===== src/rtl/av_packet_demux.sv =====
// av_packet_demux: splits the Ethernet receive byte stream into video/audio bitstream buffer writes,
// parsing a 3-byte header (stream ID, 16-bit big-endian length) and counting bytes, drops and framing errors.
module av_packet_demux #(
    parameter logic [7:0] VIDEO_ID = 8'hE0,
    parameter logic [7:0] AUDIO_ID = 8'hC0,
    parameter int         CNT_W    = 24
) (
    input  logic             clock,
    input  logic             resetn,
    input  logic             Flush_I,
    input  logic [7:0]       Rx_Data_I,
    input  logic             Rx_Valid_I,
    input  logic             Rx_SOP_I,
    input  logic             Rx_EOP_I,
    output logic             Rx_Ready_O,
    input  logic             Video_Buffer_Full_I,
    output logic             Video_Buffer_Write_O,
    output logic [7:0]       Video_Data_O,
    input  logic             Audio_Buffer_Full_I,
    output logic             Audio_Buffer_Write_O,
    output logic [7:0]       Audio_Data_O,
    output logic [CNT_W-1:0] Video_Byte_Count_O,
    output logic [CNT_W-1:0] Audio_Byte_Count_O,
    output logic [CNT_W-1:0] Drop_Count_O,
    output logic [CNT_W-1:0] Error_Count_O,
    output logic             Error_O
);
    localparam logic [2:0] S_IDLE     = 3'd0;
    localparam logic [2:0] S_LEN_HI   = 3'd1;
    localparam logic [2:0] S_LEN_LO   = 3'd2;
    localparam logic [2:0] S_PAYLOAD  = 3'd3;
    localparam logic [2:0] S_WAIT_EOP = 3'd4;

    localparam logic [1:0] T_NONE = 2'd0;
    localparam logic [1:0] T_VID  = 2'd1;
    localparam logic [1:0] T_AUD  = 2'd2;

    logic [2:0]       state_q, state_d;
    logic [1:0]       tgt_q, tgt_d;
    logic [7:0]       len_hi_q, len_hi_d;
    logic [15:0]      len_q, len_d;
    logic             rdy_q;
    logic             vid_wr_q, vid_wr_d;
    logic [7:0]       vid_data_q, vid_data_d;
    logic             aud_wr_q, aud_wr_d;
    logic [7:0]       aud_data_q, aud_data_d;
    logic             err_q, err_d;
    logic [CNT_W-1:0] vid_cnt_q, vid_cnt_d;
    logic [CNT_W-1:0] aud_cnt_q, aud_cnt_d;
    logic [CNT_W-1:0] drop_cnt_q, drop_cnt_d;
    logic [CNT_W-1:0] err_cnt_q, err_cnt_d;
    logic             accept;
    logic             drop_hit;
    logic [15:0]      len_dec;
    logic [15:0]      len_new;

    function automatic logic [CNT_W-1:0] sat_inc(input logic [CNT_W-1:0] c, input logic en);
        return c + CNT_W'(en & ~&c);
    endfunction

    // rdy_q keeps ready low through reset and for the first cycle after it
    assign Rx_Ready_O = rdy_q & ~(state_q == S_PAYLOAD &
                                  ((tgt_q == T_VID & Video_Buffer_Full_I) |
                                   (tgt_q == T_AUD & Audio_Buffer_Full_I)));
    assign accept  = Rx_Valid_I & Rx_Ready_O;
    assign len_dec = len_q - 16'd1;
    assign len_new = {len_hi_q, Rx_Data_I};

    always_comb begin
        state_d    = state_q;
        tgt_d      = tgt_q;
        len_hi_d   = len_hi_q;
        len_d      = len_q;
        vid_wr_d   = 1'b0;
        aud_wr_d   = 1'b0;
        err_d      = 1'b0;
        drop_hit   = 1'b0;
        if (Flush_I) begin
            state_d = S_IDLE;
            len_d   = '0;
        end else if (accept) begin
            if (Rx_SOP_I) begin
                // a SOP always starts a new packet; one with EOP on it is aborted at once
                err_d    = (state_q != S_IDLE) | Rx_EOP_I;
                tgt_d    = (Rx_Data_I == VIDEO_ID) ? T_VID : (Rx_Data_I == AUDIO_ID) ? T_AUD : T_NONE;
                drop_hit = (Rx_Data_I != VIDEO_ID) & (Rx_Data_I != AUDIO_ID);
                state_d  = Rx_EOP_I ? S_IDLE : S_LEN_HI;
            end else begin
                case (state_q)
                    S_IDLE: state_d = S_IDLE;
                    S_LEN_HI: begin
                        len_hi_d = Rx_Data_I;
                        err_d    = Rx_EOP_I;
                        state_d  = Rx_EOP_I ? S_IDLE : S_LEN_LO;
                    end
                    S_LEN_LO: begin
                        len_d   = len_new;
                        err_d   = Rx_EOP_I & (len_new != 16'd0);
                        state_d = Rx_EOP_I ? S_IDLE : (len_new == 16'd0) ? S_WAIT_EOP : S_PAYLOAD;
                    end
                    S_PAYLOAD: begin
                        vid_wr_d = tgt_q == T_VID;
                        aud_wr_d = tgt_q == T_AUD;
                        len_d    = len_dec;
                        err_d    = Rx_EOP_I ? (len_dec != 16'd0) : (len_dec == 16'd0);
                        state_d  = Rx_EOP_I ? S_IDLE : (len_dec == 16'd0) ? S_WAIT_EOP : S_PAYLOAD;
                    end
                    S_WAIT_EOP: state_d = Rx_EOP_I ? S_IDLE : S_WAIT_EOP;
                    default: state_d = S_IDLE;
                endcase
            end
        end
        vid_data_d = vid_wr_d ? Rx_Data_I : vid_data_q;
        aud_data_d = aud_wr_d ? Rx_Data_I : aud_data_q;
        vid_cnt_d  = sat_inc(vid_cnt_q, vid_wr_d);
        aud_cnt_d  = sat_inc(aud_cnt_q, aud_wr_d);
        drop_cnt_d = sat_inc(drop_cnt_q, drop_hit);
        err_cnt_d  = sat_inc(err_cnt_q, err_d);
    end

    always_ff @(posedge clock or negedge resetn) begin
        if (!resetn) begin
            state_q    <= S_IDLE;
            tgt_q      <= T_NONE;
            len_hi_q   <= '0;
            len_q      <= '0;
            rdy_q      <= 1'b0;
            vid_wr_q   <= 1'b0;
            vid_data_q <= '0;
            aud_wr_q   <= 1'b0;
            aud_data_q <= '0;
            err_q      <= 1'b0;
            vid_cnt_q  <= '0;
            aud_cnt_q  <= '0;
            drop_cnt_q <= '0;
            err_cnt_q  <= '0;
        end else begin
            state_q    <= state_d;
            tgt_q      <= tgt_d;
            len_hi_q   <= len_hi_d;
            len_q      <= len_d;
            rdy_q      <= 1'b1;
            vid_wr_q   <= vid_wr_d;
            vid_data_q <= vid_data_d;
            aud_wr_q   <= aud_wr_d;
            aud_data_q <= aud_data_d;
            err_q      <= err_d;
            vid_cnt_q  <= vid_cnt_d;
            aud_cnt_q  <= aud_cnt_d;
            drop_cnt_q <= drop_cnt_d;
            err_cnt_q  <= err_cnt_d;
        end
    end

    assign Video_Buffer_Write_O = vid_wr_q;
    assign Video_Data_O         = vid_data_q;
    assign Audio_Buffer_Write_O = aud_wr_q;
    assign Audio_Data_O         = aud_data_q;
    assign Video_Byte_Count_O   = vid_cnt_q;
    assign Audio_Byte_Count_O   = aud_cnt_q;
    assign Drop_Count_O         = drop_cnt_q;
    assign Error_Count_O        = err_cnt_q;
    assign Error_O              = err_q;
endmodule

===== config.mk =====
export PLATFORM = sky130hd
export DESIGN_NAME = av_packet_demux
export DESIGN_NICKNAME = d
export VERILOG_FILES = /design/src/rtl/av_packet_demux.sv
export SDC_FILE = /design/constraint.sdc
export NUM_CORES = 1
export LEC_CHECK = 0
export BUFFER_PORTS_ARGS = -buffer_cell sky130_fd_sc_hd__clkbuf_2
export CAP_MARGIN = 20
export CORE_AREA = 3 3 162 85
export CTS_CLUSTER_DIAMETER = 60
export DETAILED_ROUTE_END_ITERATION = 16
export DIE_AREA = 0 0 165 88
export PLACE_DENSITY = 0.9
export SLEW_MARGIN = 5
export SYNTH_ARGS = -nofsm -noshare
export SYNTH_HDL_FRONTEND = slang
export SYNTH_SLANG_ARGS = --single-unit

===== constraint.sdc =====
create_clock -name clock -period 4.6 [get_ports clock]
set_input_delay 0.46 -clock clock [delete_from_list [all_inputs] [get_ports clock]]
set_output_delay 0.46 -clock clock [all_outputs]
set_load 0.02 [all_outputs]

==> After elaboration in Yosys (flattened, before gate mapping) <==
Index checks and enable logic that the tools add are counted.
W data, S select, Z words.
{ "op_classes": {"addsub": 5, "eq_ne": 11, "mux": 33, "bitwise_logic": 16, "n_reduce_logical": 18} }
{ "op_table": {"columns": ["op", "count"], "rows": [
  ["$add A24 B1 Y24", 4],
  ["$reduce_and A24 Y1", 4],
  ["$mux W16", 3],
  ["$logic_not A16 Y1", 2],
  ["$pmux W16 S2", 1],
  ["$reduce_bool A16 Y1", 2],
  ["$mux W3", 8],
  ["$eq A8 B8 Y1 const B", 2],
  ["$mux W1", 16],
  ["$ne A8 B8 Y1 const B", 2],
  ["$sub A16 B1 Y16 const B", 1],
  ["$pmux W3 S4", 1],
  ["$and A1 B1 Y1", 11],
  ["$eq A3 B2 Y1 const B", 2],
  ["$mux W2", 3],
  ["$reduce_and A3 Y1", 2],
  ["$reduce_bool A3 Y1", 2],
  ["$logic_not A1 Y1", 4],
  ["$reduce_and A4 Y1", 1],
  ["$eq A3 B1 Y1 const B", 1],
  ["$eq A3 B3 Y1 const B", 1],
  ["$not A1 Y1", 3],
  ["$pmux W1 S3", 1],
  ["$eq A2 B1 Y1 const B", 1],
  ["4 further kinds", 5]
]} }
{ "word_totals": {"reg_bits": 145, "input_bits": 16, "out_inout_bits": 116} }

==> Longest topological paths before layout <==
{ "logic_depth": {"word_depth": 11, "depth_mapped": 20, "depth_no_buf": 19} }

==> Worst setup path after synthesis <==
No wires, ideal clock.
{ "synth_path": {"path_type": "reg2reg", "from": "reg len_q[5]", "to": "reg err_cnt_q[10], in the netlist Error_Count_O[10]", "setup_ps": 131, "arrival_time_ps": 3477, "slack_ps": 991, "path_stages_with_launch": 19, "period_less_slack_ps": 3609, "cell_sequence": "dfrtp_1 -> clkbuf_1 -> nor4_2 -> nand3_1 -> nor2_1 -> xnor2_1 -> nand4_1 -> ha_1 -> mux2i_1 -> nor2_1 -> a41oi_1 -> a211oi_1 -> ha_1 -> ha_1 -> nand3_1 -> nor2_1 -> and3_1 -> nand3_1 -> xnor2_1"} }
{ "synth_between": {"elab_chain_cells": 9, "word_cells_on_any_way": 10, "classes_between": "add/sub: 2; mux: 5; bitwise: 1; reduce/logical: 2"} }
{ "synth_lines": {"columns": ["element", "line", "source"], "rows": [
  ["start: declaration", "41", "logic [15:0] len_q, len_d;"],
  ["start signal: assignment", "141", "len_q <= len_d;"],
  ["$sub A16 B1 Y16 *", "66", "assign len_dec = len_q - 16'd1;"],
  ["$logic_not A16 Y1 or $reduce_bool A16 Y1 (tied branches)", "105", "err_d = Rx_EOP_I ? (len_dec != 16'd0) : (len_dec == 16'd0);"],
  ["$mux W1 *", "105", null],
  ["$pmux W1 S3 *", "89", "case (state_q)"],
  ["$mux W1 *", "82", "if (Rx_SOP_I) begin"],
  ["$mux W1 *", "81", "end else if (accept) begin"],
  ["$mux W1 *", "78", "if (Flush_I) begin"],
  ["$and A1 B1 Y1 *", "58", "return c + CNT_W'(en & ~&c);"],
  ["$add A24 B1 Y24 *", "58", null],
  ["via err_cnt_d[10]", "51", "logic [CNT_W-1:0] err_cnt_q, err_cnt_d;"],
  ["end signal: assignment", "151", "err_cnt_q <= err_cnt_d;"],
  ["end: declaration", "51", null]
]} }
The timed path passes the listed nets; every way through them passes the cells marked *.
A chain may end at the register's enable or synchronous reset.

==> Final worst setup path <==
Ends and elaborated chain as after synthesis.

==> flow_summary.json <==
{
  "run_status": "finished clean",
  "drtAntennaViolNets": 0,
  "setup_viol": 0,
  "ys_seq_area_frac": 0.523,
  "worstSkewPairLatency_ns": 0.41,
  "r2r_slack_ns": 0.41,
  "grt_pass1_wl_mm": 28.2,
  "grt_max_degree": 113,
  "holdCritPathClass": "in -> async",
  "postSynthRegisterBits": 145,
  "power_density_nw_per_um2": 355,
  "synth.avg_cell_area_um2": 10.7,
  "tightest_slew_ns": 0.997,
  "antenna_cells": 0,
  "cts.sinks": 145,
  "dpl_worst_slack_ns": 0.546,
  "fin_area_um2": 8360,
  "nFillCells": 932,
  "clock_path_buffers": 2,
  "wl_per_cell_um": 18.0,
  "clockRootBuffer": "clkbuf_16",
  "syn-cell-area_um2": 6940,
  "synth_edf_count": 0,
  "clock.fmax_mhz": 239,
  "finalPower_uw": 2970,
  "antenna_found_initial": 0,
  "ctsResizeCount": 0,
  "regArea_um2": 3630,
  "clk_pin_slew_worst_paths_ns": 0.06,
  "relSlewSlack": 0.335,
  "synth.distinct_cells": 57,
  "io_buffers": 131,
  "end_kind": "register",
  "cap_violations": 0,
  "fin_nets": 808,
  "htreeDepth": 4,
  "drv_slew": 0,
  "post-dp-hpwl_mm": 11.8,
  "worst_r2r_startpoint": "len_q[5]",
  "first_pass_iters": 5,
  "start_util": 0.555,
  "die_height_um": 88,
  "routed_wl_mm": 17.3,
  "ctsHoldBuffers": 0,
  "finClkSkew_ns": 0.00881,
  "die_w_um": 165,
  "period_needed_ns": 4.19,
  "yosysWarnings": 0,
  "grt_usage": 0.245,
  "synthCells": 646,
  "place_area_um2": 7760,
  "dieArea_um2": 14500,
  "arrival_ns": 4.48,
  "post_cts_buffers": 0,
  "coreArea_um2": 12500,
  "multi_input_area_um2": 3190,
  "worstSetupStartpointType": "register",
  "cp-startpoint": "len_q[5]",
  "instances_no_fill": 963,
  "syn_nets": 674,
  "vdd_ir_drop_max_uv": 234,
  "cts-buffers-inserted": 17,
  "syn_to_final_growth_pct": 20.4,
  "tns_ns": 0,
  "final_hold_viol_count": 0,
  "viasPerCell": 5.90,
  "place_inst": 931,
  "crit_type": "reg -> reg",
  "rsz0062_at_grt": "no",
  "required_ns": 4.89,
  "synth_ff_type": "dfrtp_1",
  "finalCritPeriodShare": 0.911,
  "drc": 0,
  "grt_pass1_vias": 5602,
  "cts_tree": "built",
  "grt_overflow": 0,
  "gp_congestion": 0.895,
  "drt_iter0_markers": 539,
  "cp_max_fo": 10,
  "async_flop_share": 1.00,
  "p_leak_uw": 0.00409,
  "rows": 29,
  "dr_total_vias": 5679,
  "setup_ws_ns": 0.411,
  "ioPinCount": 132,
  "layout-drive-gt1-share": 0.233
}
==> final timing paths <==
| path | depth (start not counted) | to |
|---|---|---|
| worst max-delay path | 17 | Error_Count_O[10] |
| worst min-delay path | 1 | Error_Count_O[17] |
| worst min register to register | 1 | Error_Count_O[13] |
| min in group clock | 2 | Video_Data_O[0] |
| worst max register to register | 17 | Error_Count_O[10] |
| max in group asynchronous | 2 | len_q[15] |
==> area by class of cell <==
| class | count | share of cell area |
|---|---|---|
| Clock inverter | 12 | 0.0175 |
| Inverter | 8 | 0.00359 |
| Clock buffer | 20 | 0.0546 |
| Sequential cell | 145 | 0.434 |
| Tap cell | 170 | 0.0254 |
| Multi-Input combinational cell | 473 | 0.382 |
| Timing Repair Buffer | 135 | 0.0828 |
==> kinds of logic (layout without fill, tap and decap cells) <==
logic type / count (synthesis) / count (layout) / synth area share
and+or+nand+nor: 260 / 260 / 0.204
xor gates and xnor gates: 90 / 90 / 0.114
DFF: 145 / 145 / 0.523
buffers and inverters: 28 / 175 / 0.0178
muxes: 26 / 26 / 0.0418
other: 1 / 1 / 0.000540
AOI/OAI and AO/OA: 84 / 84 / 0.0782
adders and majority gates: 12 / 12 / 0.0216
==> through the flow <==
step	hold slack, ns	utilization
6_report	0.192	0.668
3_3_place_gp	0.468	0.620
5_1_grt	0.267	0.668
4_1_cts	0.241	0.668
2_1_floorplan	0.164	-
3_5_place_dp	0.474	0.620
==> synthesized netlist by cell type, drive strengths merged (3+ instances only) <==
cell     instances  area share
a22o             3      0.0038
o41ai            3      0.0038
a21o             3      0.0032
nand2           47       0.025
dfrtp          145        0.52
nor3b            4      0.0043
o21ai           28       0.020
o2bb2ai          5      0.0063
nor2            49       0.026
a21oi           19       0.014
nand4           25       0.023
ha              12       0.022
a22oi            4      0.0043
mux2            24       0.039
buf              6      0.0059
nand2b           3      0.0027
inv              8      0.0043
or3              6      0.0054
xnor2           62       0.078
and2             4      0.0036
or4              5      0.0065
a311oi           3      0.0038
xor2            28       0.035
and3            10      0.0090
nor4            14       0.016
nor3            25       0.018
clkbuf          14      0.0076
nor2b            4      0.0036
nand3           43       0.031
and4            12       0.015
==> power by group <==
| part | leakage (uW) | total, uW | internal [uW] | switching [uW] |
|---|---|---|---|---|
| Sequential | 0.00200 | 1370 | 1320 | 55.9 |
| Clock | 0.000286 | 1400 | 841 | 561 |
| Combinational | 0.00181 | 195 | 65.4 | 129 |
==> registers in the layout, indices dropped and copies added (netlist names) <==
name / cells
len_hi_q: 8
Error_O: 1
rdy_q: 1
Drop_Count_O: 24
Audio_Byte_Count_O: 24
len_q: 16
Video_Buffer_Write_O: 1
Video_Data_O: 8
Audio_Buffer_Write_O: 1
tgt_q: 2
state_q: 3
Error_Count_O: 24
Video_Byte_Count_O: 24
Audio_Data_O: 8
==> routing by layer <==
metal  vias up  GRT usage  wire (um)
met5         -          0          0
met2       237      0.411       8540
li1       2604          -          -
met1      2787      0.313       7240
met4         0     0.0875        408
met3        51     0.0638       1110
==> critical path, stage by stage, from the launching register on <==
cell	delay, ns
dfrtp_1	0.48
nor4_2	0.38
nand3_1	0.32
nor2_1	0.25
xnor2_1	0.16
nand4_1	0.15
ha_1	0.30
mux2i_1	0.06
nor2_1	0.12
a41oi_1	0.08
a211oi_1	0.28
ha_1	0.25
ha_1	0.20
nand3_1	0.25
nor2_1	0.26
and3_1	0.26
nand3_1	0.12
xnor2_1	0.14
==> cells in the final DEF, fill, tap and decap left out, types with 17 or more instances in the layout <==
cell / Yosys / final
a21oi_1: 19 / 19
dfrtp_1: 145 / 145
nand4_1: 25 / 25
clkbuf_16: 0 / 17
nor3_1: 25 / 25
xnor2_1: 62 / 62
xor2_1: 28 / 28
nand3_1: 43 / 43
nor2_1: 49 / 49
nand2_1: 47 / 47
o21ai_0: 21 / 21
clkbuf_2: 0 / 130
Power figures use the tool's default switching activity.
